==> src/rtl/trunc_level_sequencer.sv <==
// -----------------------------------------------------------------------------
// trunc_level_sequencer
//
// Sequences the truncation level of the approximate datapath. A level-change
// request holds new op issue, waits for in-flight ops to drain, applies the new
// select and its mask, then waits a settle window before releasing the
// datapath. Sweep mode steps the level from lo to hi, dwelling DWELL_OPS issued
// ops on each level, and pulses sweep_done_o once the top level has dwelt.
//
// Ports
//   wb_clk_i      clock
//   rst_n         asynchronous active-low reset
//   cfg_valid     level-change request
//   cfg_ready     request accepted when cfg_valid & cfg_ready (high only when idle)
//   cfg_sel       static: target level; sweep: upper level
//   cfg_lo        sweep: lower level (ignored for static requests)
//   cfg_sweep     1 = sweep request
//   op_start      one-cycle pulse per datapath op issued
//   dp_busy       datapath has ops in flight
//   hold_o        datapath must not issue ops while high
//   sel_o         applied truncation level
//   trunc_mask_o  registered mask matching sel_o
//   sel_valid_o   sel_o / trunc_mask_o stable and usable
//   sweep_done_o  one-cycle pulse when a sweep completes
// -----------------------------------------------------------------------------
module trunc_level_sequencer #(
    parameter int unsigned SETTLE_CYCLES = 2,
    parameter int unsigned DWELL_OPS     = 16,
    parameter int unsigned CNT_W         = 16
) (
    input  logic        wb_clk_i,
    input  logic        rst_n,
    input  logic        cfg_valid,
    output logic        cfg_ready,
    input  logic [3:0]  cfg_sel,
    input  logic [3:0]  cfg_lo,
    input  logic        cfg_sweep,
    input  logic        op_start,
    input  logic        dp_busy,
    output logic        hold_o,
    output logic [3:0]  sel_o,
    output logic [31:0] trunc_mask_o,
    output logic        sel_valid_o,
    output logic        sweep_done_o
);

    typedef enum logic [1:0] {
        StActive,
        StDrain,
        StSettle
    } state_e;

    localparam logic [CNT_W-1:0] SettleInit = CNT_W'(SETTLE_CYCLES);
    localparam logic [CNT_W-1:0] DwellLast  = CNT_W'(DWELL_OPS - 1);
    localparam logic [CNT_W-1:0] CntOne     = CNT_W'(1);

    // Mask width: odd k -> 2k+1 bits, even k -> 2k bits.
    function automatic logic [31:0] mask_for(input logic [3:0] k);
        logic [31:0] m;
        case (k)
            4'd0:    m = 32'h0000_0000;
            4'd1:    m = 32'h0000_0007;
            4'd2:    m = 32'h0000_000F;
            4'd3:    m = 32'h0000_007F;
            4'd4:    m = 32'h0000_00FF;
            4'd5:    m = 32'h0000_07FF;
            4'd6:    m = 32'h0000_0FFF;
            4'd7:    m = 32'h0000_7FFF;
            4'd8:    m = 32'h0000_FFFF;
            4'd9:    m = 32'h0007_FFFF;
            4'd10:   m = 32'h000F_FFFF;
            4'd11:   m = 32'h007F_FFFF;
            4'd12:   m = 32'h00FF_FFFF;
            4'd13:   m = 32'h07FF_FFFF;
            4'd14:   m = 32'h0FFF_FFFF;
            4'd15:   m = 32'h7FFF_FFFF;
            default: m = 32'h0000_0000;
        endcase
        return m;
    endfunction

    state_e             state_q, state_d;
    logic [3:0]         sel_q, sel_d;
    logic [31:0]        mask_q, mask_d;
    logic [3:0]         target_q, target_d;
    logic [3:0]         hi_q, hi_d;
    logic               sweep_q, sweep_d;
    logic [CNT_W-1:0]   dwell_q, dwell_d;
    logic [CNT_W-1:0]   settle_q, settle_d;
    logic               done_q, done_d;
    logic               hold_q, hold_d;
    logic               valid_q, valid_d;
    logic               ready_q, ready_d;

    always_comb begin
        state_d  = state_q;
        sel_d    = sel_q;
        mask_d   = mask_q;
        target_d = target_q;
        hi_d     = hi_q;
        sweep_d  = sweep_q;
        dwell_d  = dwell_q;
        settle_d = settle_q;
        done_d   = 1'b0;
        hold_d   = hold_q;
        valid_d  = valid_q;
        ready_d  = ready_q;

        case (state_q)
            StActive: begin
                // A request accepted in the same cycle as a dwell expiry takes
                // precedence and silently aborts any running sweep.
                if (cfg_valid) begin
                    dwell_d = '0;
                    if (cfg_sweep && (cfg_lo <= cfg_sel)) begin
                        // Sweeps always go through drain/settle, even if already at lo.
                        sweep_d  = 1'b1;
                        hi_d     = cfg_sel;
                        target_d = cfg_lo;
                        state_d  = StDrain;
                        hold_d   = 1'b1;
                        valid_d  = 1'b0;
                        ready_d  = 1'b0;
                    end else begin
                        sweep_d = 1'b0;
                        if (cfg_sel != sel_q) begin
                            target_d = cfg_sel;
                            state_d  = StDrain;
                            hold_d   = 1'b1;
                            valid_d  = 1'b0;
                            ready_d  = 1'b0;
                        end
                    end
                end else if (sweep_q && op_start) begin
                    if (dwell_q == DwellLast) begin
                        dwell_d = '0;
                        if (sel_q < hi_q) begin
                            target_d = sel_q + 4'd1;
                            state_d  = StDrain;
                            hold_d   = 1'b1;
                            valid_d  = 1'b0;
                            ready_d  = 1'b0;
                        end else begin
                            done_d  = 1'b1;
                            sweep_d = 1'b0;
                        end
                    end else begin
                        dwell_d = dwell_q + CntOne;
                    end
                end
            end

            StDrain: begin
                if (!dp_busy) begin
                    sel_d  = target_q;
                    mask_d = mask_for(target_q);
                    if (SETTLE_CYCLES == 0) begin
                        state_d = StActive;
                        hold_d  = 1'b0;
                        valid_d = 1'b1;
                        ready_d = 1'b1;
                    end else begin
                        state_d  = StSettle;
                        settle_d = SettleInit;
                    end
                end
            end

            StSettle: begin
                settle_d = settle_q - CntOne;
                if (settle_q <= CntOne) begin
                    state_d = StActive;
                    hold_d  = 1'b0;
                    valid_d = 1'b1;
                    ready_d = 1'b1;
                end
            end

            default: begin
                state_d = StActive;
                hold_d  = 1'b0;
                valid_d = 1'b1;
                ready_d = 1'b1;
            end
        endcase
    end

    always_ff @(posedge wb_clk_i or negedge rst_n) begin
        if (!rst_n) begin
            state_q  <= StActive;
            sel_q    <= 4'd0;
            mask_q   <= 32'd0;
            target_q <= 4'd0;
            hi_q     <= 4'd0;
            sweep_q  <= 1'b0;
            dwell_q  <= '0;
            settle_q <= '0;
            done_q   <= 1'b0;
            hold_q   <= 1'b0;
            valid_q  <= 1'b1;
            ready_q  <= 1'b1;
        end else begin
            state_q  <= state_d;
            sel_q    <= sel_d;
            mask_q   <= mask_d;
            target_q <= target_d;
            hi_q     <= hi_d;
            sweep_q  <= sweep_d;
            dwell_q  <= dwell_d;
            settle_q <= settle_d;
            done_q   <= done_d;
            hold_q   <= hold_d;
            valid_q  <= valid_d;
            ready_q  <= ready_d;
        end
    end

    assign cfg_ready    = ready_q;
    assign hold_o       = hold_q;
    assign sel_o        = sel_q;
    assign trunc_mask_o = mask_q;
    assign sel_valid_o  = valid_q;
    assign sweep_done_o = done_q;

endmodule

==> config.mk <==
export PLATFORM = sky130hd
export DESIGN_NAME = trunc_level_sequencer
export DESIGN_NICKNAME = d
export VERILOG_FILES = /design/src/rtl/trunc_level_sequencer.sv
export SDC_FILE = /design/constraint.sdc
export NUM_CORES = 1
export LEC_CHECK = 0
export ABC_CLOCK_PERIOD_IN_PS = 1600
export BUFFER_PORTS_ARGS = -buffer_cell sky130_fd_sc_hd__buf_2
export CAP_MARGIN = 20
export CORE_ASPECT_RATIO = 0.9
export CORE_MARGIN = 1
export CORE_UTILIZATION = 44
export CTS_CLUSTER_DIAMETER = 30
export CTS_CLUSTER_SIZE = 30
export DETAILED_ROUTE_END_ITERATION = 8
export GPL_ROUTABILITY_DRIVEN = 0
export PLACE_DENSITY_LB_ADDON = 0.05
export SLEW_MARGIN = 20
export SYNTH_ARGS = -nofsm -noshare
export SYNTH_HDL_FRONTEND = slang
export SYNTH_SLANG_ARGS = --single-unit
==> constraint.sdc <==
create_clock -name wb_clk_i -period 1.6 [get_ports wb_clk_i]
set_input_delay 0 -clock wb_clk_i [delete_from_list [all_inputs] [get_ports wb_clk_i]]
set_output_delay 0 -clock wb_clk_i [all_outputs]
set_load 0.02 [all_outputs]
==> summary.md <==
| Metric | Value |
|---|---|
| Nets@finish | 491 |
| Core area | 0.007582 mm² |
| ANT cells | 0 |
| Share of cells above drive strength 1 | 40.98% |
| Die Span X | 95.33 µm |
| Fin crit period | 1.648 ns |
| Crit path launch type | register |
| # DRC | 0 |
| H-tree depth | 3 |
| Pre-antenna DRT Iters | 4 |
| Final max-slew violation count | 0 |
| Largest net degree at the start of global routing | 37 |
| HPWL after DPL | 5602 µm |
| Vias in the first global route | 2832 |
| TritonCTS Buffers | 9 |
| Final hold slack | 0.03077 ns |
| Max_cap viols | 0 |
| Crit Path Max Fanout | 7 |
| Period utilization | 103.0% |
| Final setup viols | 6 |
| Reg clk slew, reported paths | 0.08 ns |
| P_sw | 0.003547 W |
| Die area | 0.008198 mm² |
| Post-synth net total | 375 |
| Worst Setup Path Type | reg2reg |
| Pre-CTS setup slack | -0.1113 ns |
| Yosys top cell by area | dfrtp_1 |
| Net switching fraction of the power | 40.15% |
| Chip height | 86 µm |
| TritonCTS clock tree | yes |
| Root Buffer Master | clkbuf_8 |
| Setup slack, reg-to-reg | -0.05 ns |
| Gr ovfl total | 0 |
| Pwr dens | 1870 mW/mm² |
| Worst R2R Path Depth | 6 |
| Crit path setup slack, layout | -0.04801 ns |
| Ys Warns | 0 |
| Drt via density | 5.190 |
| Pleak | 2.289 nW |
| Yosys reg bits | 64 |
| Status | finished, violations left |
| Fraction of registers with async set/reset | 100.0% |
| Hold Path Class | in2reg |
| Number of synthesized flops with an enable pin | 0 |
| Initial antenna violation count | 0 |
| Num rows | 30 |
| Required @ worst endpoint | 1.84 ns |
| Post-layout util | 62.31% |
| Routed WL | 8001 µm |
| Top-area cell type share of the netlist area | 45.70% |
| Clock share of power | 20.0% |
| Top_reg_cell synth | dfrtp_1 |
| Comb pwr share | 49.8% |
| First-pass GRT wire length | 13490 µm |
| Area growth, synth to finish | 36.96% |
| Routed WL per cell | 14.11 µm |
| Clock Skew | 0.009044 ns |
| Clock tree buffer depth | 2 |
| Internal power | 0.005289 W |
| Cell count after synthesis | 350 |
| Post-synthesis cell area | 0.003450 mm² |
| Sequential area share after synthesis | 46.46% |
| Num ports | 54 |
| Most frequent cells in the layout | buf_4 (73), dfrtp_1 (60), buf_2 (52), nand2_1 (30), nor2_1 (24) |
| Post-DRT Antenna Nets | 0 |
| Total GRT Usage | 21.46% |
| Max Freq | 606.8 MHz |
| Worst IR Drop VDD | 0.7914 mV |
| DR vias | 2943 |
| Placed cell area | 0.004245 mm² |
| Initial core utilization | 45.50% |
| Worst skew pair latency | 0.35 ns |
| CTS sink count | 64 |
| Placed Cells | 538 |
| Mean Syn Cell Area | 9.856 µm² |
| # fillers | 656 |
| Hold depth | 4 |
| Initial DRC Count | 104 |
| Violated checks | negative setup slack |
| Finished Layout Cells | 567 |
| Unrepaired setup endpoints after global routing | true |
| CP arrival | 1.89 ns |
| Flop pwr share | 30.3% |
| Crit end category | register |
| Hold Vio Cnt, Final | 0 |
| Number of library cell types mapped by synthesis | 57 |
| Ranking of synthesized cells by area | dfrtp_1 (46%), buf_4 (4.1%), ha_1 (4.0%) |
| Commonest non-fill, non-tap cell in the layout | buf_4 |
| IO buf count | 52 |
| Finished Cell Area | 0.004725 mm² |
## synth_stat cells (2+ instances only)
| library cell | n |
|---|---|
| buf_4 | 19 |
| a21oi_1 | 12 |
| o21ai_0 | 23 |
| buf_6 | 3 |
| dfrtp_1 | 63 |
| nand3_1 | 16 |
| xnor2_1 | 7 |
| nor2_1 | 27 |
| ha_1 | 11 |
| or3_1 | 2 |
| nand2b_1 | 10 |
| buf_2 | 2 |
| o21a_1 | 3 |
| o211ai_1 | 4 |
| mux2i_1 | 9 |
| o41ai_1 | 4 |
| and3_1 | 5 |
| or2_1 | 2 |
| inv_1 | 16 |
| nor4_1 | 8 |
| nand4_1 | 7 |
| or2_2 | 2 |
| clkbuf_1 | 7 |
| a31oi_1 | 3 |
| nor3_1 | 4 |
| o31ai_1 | 4 |
| o311ai_0 | 5 |
| o221ai_1 | 4 |
| xor2_1 | 11 |
| nand2_1 | 30 |
## per-stage QoR
stage / total power (W) / setup TNS (ns)
floorplan: 0.005253 / -0.6540
global placement: 0.006467 / -0.2112
detailed placement: 0.006540 / -0.3907
CTS: 0.008576 / -0.08354
global route: 0.009516 / -1.257
finish: 0.008836 / -0.08831
## cell type report
cell class | count | area, µm² | area share (%)
Sequential cell | 64 | 1607 | 34.00
Inverter | 16 | 60.06 | 1.271
Clock inverter | 6 | 113.9 | 2.410
Timing Repair Buffer | 137 | 957.2 | 20.26
Tap cell | 96 | 120.1 | 2.542
Clock buffer | 10 | 137.6 | 2.913
Multi-Input combinational cell | 238 | 1729 | 36.60
## repair_timing
item | CTS | global route
hold endpoints to repair | 66 | 0
hold buffers | 3 | 0
setup buffers | 5 | 5
setup endpoints to repair | 20 | 36
pin swaps | 10 | 10
resized for setup | 8 | 29
gates cloned | 1 | 0
## state kept, by name (all words and copies together) (netlist names)
| name | flops |
|---|---|
| dwell_q | 16 |
| settle_q | 16 |
| trunc_mask_o | 15 |
| hi_q | 4 |
| target_q | 4 |
| sel_o | 3 |
| state_q | 2 |
| cfg_ready | 1 |
| hold_o | 1 |
| sweep_done_o | 1 |
| sweep_q | 1 |
## path summary, 6_finish.rpt
| kind | from | end |
|---|---|---|
| setup / recovery | trunc_mask_o[15]$_DFFE_PN0P_ | hold_o$_DFFE_PN0P_ |
| hold / removal | cfg_sel[3] | hi_q[3]$_DFFE_PN0P_ |
| setup reg to reg | trunc_mask_o[15]$_DFFE_PN0P_ | hold_o$_DFFE_PN0P_ |
| hold reg to reg | trunc_mask_o[27]$_DFFE_PN0P_ | trunc_mask_o[27]$_DFFE_PN0P_ |
| max in group asynchronous | rst_n | cfg_ready$_DFFE_PN1P_ |
| min in group asynchronous | rst_n | dwell_q[12]$_DFFE_PN0P_ |
## cells by family after synthesis
| group | after synthesis | share of synthesized area (%) |
|---|---|---|
| AOI/OAI and AO/OA | 73 | 14.69 |
| xor gates and xnor gates | 18 | 4.570 |
| adders and majority gates | 11 | 3.990 |
| buffers and inverters | 49 | 8.161 |
| DFF | 64 | 46.46 |
| muxes | 10 | 2.938 |
| other | 1 | 0.1087 |
| and+or+nand+nor | 124 | 19.08 |
## power groups by stage
stage / combinational, W / clock (W) / sequential, W
after floorplan: 0.00237 / 0 / 0.00288
after global placement: 0.00383 / 0 / 0.00264
after detailed placement: 0.00389 / 0 / 0.00265
after CTS: 0.00411 / 0.00181 / 0.00266
after global routing: 0.00488 / 0.00187 / 0.00277
final: 0.00440 / 0.00176 / 0.00267
## per-layer routing
layer,track usage [%],share of wire (%),vias up
met5,0,0,-
met4,5.096,1.0,0
met3,5.585,3.5,8
met2,30.84,44,70
met1,32.02,52,1409
li1,-,-,1456
## critical path, stage by stage, from the launching register on
cell and delay (ns):
dfrtp_2 0.44, ha_4 0.27, o21a_1 0.12, nor2_2 0.04
a211o_1 0.27, o211ai_4 0.16, a21bo_1 0.24
Note: power is estimated with default switching activity, not from simulation.
